File: config.mk
export PLATFORM = sky130hd
export DESIGN_NAME = csa_n
export DESIGN_NICKNAME = d
export VERILOG_FILES = /design/src/rtl/csa_n.sv
export SDC_FILE = /design/constraint.sdc
export NUM_CORES = 1
export LEC_CHECK = 0
export CAP_MARGIN = 20
export CORE_AREA = 2 2 39 41
export DETAILED_ROUTE_END_ITERATION = 6
export DIE_AREA = 0 0 41 43
export GPL_ROUTABILITY_DRIVEN = 0
export GPL_TIMING_DRIVEN = 0
export PLACE_DENSITY_LB_ADDON = 0.08
export SYNTH_ARGS = -nofsm -noshare
export SYNTH_HDL_FRONTEND = slang
export SYNTH_SLANG_ARGS = --single-unit
File: constraint.sdc
create_clock -name vclk -period 2.4
set_input_delay 0.24 -clock vclk [all_inputs]
set_output_delay 0.24 -clock vclk [all_outputs]
set_load 0.005 [all_outputs]
File: src/rtl/csa_n.sv
// N-bit carry-select adder, {co, s} = a + b + ci, partitioned into BLK-bit blocks.
// Define CSA_N_REG_OUT_EN to register s/co (1-cycle latency, sync reset); otherwise purely combinational.
module csa_n #(
  parameter int N   = 4,
  parameter int BLK = 2
) (
  input  logic         clk,
  input  logic         rst,
  input  logic [N-1:0] a,
  input  logic [N-1:0] b,
  input  logic         ci,
  output logic [N-1:0] s,
  output logic         co
);

  localparam int NB = (N + BLK - 1) / BLK;

  // Full-adder cell: returns {carry, sum}.
  function automatic logic [1:0] fa(input logic x, input logic y, input logic c);
    return {(x & y) | (c & (x ^ y)), x ^ y ^ c};
  endfunction

  logic [N-1:0] sum_c;
  logic [NB:0]  blk_c;

  assign blk_c[0] = ci;

  for (genvar k = 0; k < NB; k++) begin : g_blk
    localparam int LO = k * BLK;
    localparam int W  = (N - LO < BLK) ? (N - LO) : BLK;

    logic [W-1:0] x, y, s0;
    logic [W:0]   c0;

    assign x = a[LO +: W];
    assign y = b[LO +: W];

    if (k == 0) begin : g_first
      // Block 0 ripples straight from ci; it is the only block on the true ripple path.
      assign c0[0] = ci;
      for (genvar j = 0; j < W; j++) begin : g_bit
        assign {c0[j+1], s0[j]} = fa(x[j], y[j], c0[j]);
      end
      assign sum_c[LO +: W] = s0;
      assign blk_c[k+1]     = c0[W];
    end else begin : g_sel
      logic [W-1:0] s1;
      logic [W:0]   c1;

      assign c0[0] = 1'b0;
      assign c1[0] = 1'b1;
      for (genvar j = 0; j < W; j++) begin : g_bit
        assign {c0[j+1], s0[j]} = fa(x[j], y[j], c0[j]);
        assign {c1[j+1], s1[j]} = fa(x[j], y[j], c1[j]);
      end
      // Incoming block carry picks the precomputed result; only this mux chain is serial.
      assign sum_c[LO +: W] = blk_c[k] ? s1 : s0;
      assign blk_c[k+1]     = blk_c[k] ? c1[W] : c0[W];
    end
  end

`ifdef CSA_N_REG_OUT_EN
  logic [N-1:0] s_d, s_q;
  logic         co_d, co_q;

  assign s_d  = sum_c;
  assign co_d = blk_c[NB];

  // NOTE: sequential state uses non-blocking assignments so every register samples pre-edge values.
  always_ff @(posedge clk) begin
    if (rst) begin
      s_q  <= '0;
      co_q <= 1'b0;
    end else begin
      s_q  <= s_d;
      co_q <= co_d;
    end
  end

  assign s  = s_q;
  assign co = co_q;
`else
  // Clock and reset are kept as ports for a uniform footprint but play no part here.
  logic unused_clk_rst;
  assign unused_clk_rst = &{1'b0, clk, rst};

  assign s  = sum_c;
  assign co = blk_c[NB];
`endif

endmodule

==> impl_metrics.csv <==
group,metric,value,unit
yosys,yosysMostFrequentCell,"inv_1",
floorplanning,die_h,43,um
layout,seq_area,0,um^2
critical_path,crit_type,"in2out",
global_routing,grt_pass1_vias,155,
yosys,syn-cell-area,143.9,um^2
yosys,syn_inst,19,
critical_path,crit_fanout,3,
timing,worst_pin_slew,0.1279,ns
timing,setup_viol,0,
critical_path,max_stage_delay,0.49,ns
layout,syn_to_final_growth,121.7,%
min_path,hp-class,"in2out",
timing,slew_headroom,91.47,%
yosys,synth_top_cell_area_share,41.74,%
yosys,synth_top_family_by_area,"adder cells",
timing,rsz0062_at_grt,"no",
timing,max_freq,0.4445,GHz
placed_design,dpl.hpwl,304.5,um
timing,final_max_slew_viol_count,0,
yosys,synth-simple-area-share,2.609,%
yosys,synthDistinctLibCells,6,
global_routing,grt_max_degree,4,
critical_path,crit_arrival,2.01,ns
timing,min_period,2.250,ns
yosys,synthTopCellsByCount,"inv_1 (11), fa_1 (3), ha_1 (2)",
global_routing,grt_antenna_before_repair,0,
layout,drive_gt1_share,29.41,%
global_routing,grt_pass1_wl,503,um
power_and_ir_drop,ir_drop,53.61,uV
detailed_routing,drc,0,
timing,finalCritPeriodShare,93.75,%
floorplanning,initial_core_util,10.40,%
critical_path,critPathBufInv,5,
run_status,outcome,"finished clean",
critical_path,crit_path_cell_trace,"dlygate4sd2_1, inv_2, fa_2, inv_2, fa_2, nand2_2, o21ai_2, fa_1, inv_1, clkdlybuf4s15_2",
layout,final_core_util,23.06,%
layout,seq_cells,0,
detailed_routing,drt_iter0_drc,0,
floorplanning,fp.coreArea,1384,um^2
min_path,hold_depth,5,
yosys,yosysWarnings,0,
detailed_routing,route.vias.total,151,
detailed_routing,dr.pass1.iters,1,
critical_path,slowest_stage,"fa_1",
critical_path,startpoint_type,"input port",
yosys,synth_area_per_cell,7.573,um^2
floorplanning,die-width,41,um
power_and_ir_drop,leakage,0.1646,nW
detailed_routing,viasPerCell,3.020,
power_and_ir_drop,power.total,0.06994,mW
timing,hold_viol_final,0,
detailed_routing,drtAntennaViolNets,0,
critical_path,end_kind,"primary output",
detailed_routing,routedWlPerCell,6.080,um
yosys,yosysTopAreaCell,"fa_1",
detailed_routing,wirelength,304,um
layout,diodes,0,
timing,finalSetupTns,0,ns
global_routing,grt.total_usage,3.704,%
power_and_ir_drop,power.density,219.2,nW/um^2
critical_path,worst-path-stages,10,
yosys,synth_compound_area_share,3.478,%
yosys,synthMuxAreaShare,0,%
critical_path,critical_path_required,2.16,ns
yosys,synth_fp_nets,35,
critical_path,crit_family,"adder cells",
job,cap_violations,0,
placed_design,port_buffers,14,
yosys,synth_area_leaders,"fa_1 (42%), inv_1 (29%), ha_1 (17%)",
floorplanning,pin_count,16,
yosys,yosysSeqAreaShare,0,%
floorplanning,rows,14,
floorplanning,dieArea,1763,um^2
global_routing,grt_overflow,0,
layout,n_clock_buffer,0,
yosys,synth-xor-area-share,6.087,%
yosys,synthAdderAreaFrac,59.13,%
layout,nNetsFinal,52,
worst paths after layout:
check | slack, ns | startpoint | endpoint
worst min-delay path | 1.31 | b[3] | s[3]
worst max-delay path | 0.15 | a[0] | s[3]
kinds of logic after synthesis:
logic type      after synthesis
simple gates                  1
buf+inv                      11
xor+xnor                      1
compound gates                1
fa+ha+maj                     5
cell usage in the layout (no fill, tap or decap):
master and instances:
o21ai_2 1, buf_4 1, clkdlybuf4s15_2 1, fa_2 2
xor2_1 1, inv_2 4, ha_1 2, fa_1 1
clkdlybuf4s50_1 9, nand2_2 1, inv_1 7, dlygate4sd2_1 4
timing repair:
action / 4_1_cts / 5_1_grt
resized for setup: 16 / 0
setup buffers: 1 / 0
hold buffers: 0 / 0
endpoints found under the hold margin: 0 / 0
setup endpoints to repair: 2 / 0
per-stage QoR:
| stage | worst slack (ns) | cells | hold slack [ns] | area [um^2] |
|---|---|---|---|---|
| 2_1_floorplan | 0.5695 | 19 | 0.6319 | 143.9 |
| 3_3_place_gp | -0.4793 | 49 | 1.554 | 304.0 |
| 3_5_place_dp | -0.4761 | 49 | 1.571 | 304.0 |
| 4_1_cts | 0.1242 | 50 | 1.323 | 319.1 |
| 5_1_grt | 0.08038 | 50 | 1.351 | 319.1 |
| 6_report | 0.1501 | 50 | 1.310 | 319.1 |
layout make-up:
class              count  area, um^2
multi-input cells      8       113.9
well taps             16       20.02
fillers              165        1065
repair buffers        15       143.9
inverters             11       41.29
report_power, final:
group	switching [mW]	leakage [nW]	total (mW)	internal, mW
Combinational	0.0246	0.165	0.0699	0.0453
Sequential	0	0	0	0
Clock	0	0	0	0
metal layers:
layer	GRT usage [%]	up-vias	share of wire (%)
li1	-	78	-
met1	3.822	65	36
met2	7.813	8	55
met3	0	0	8.6
met4	0	0	0
met5	0	-	0
Power figures use the tool's default switching activity.
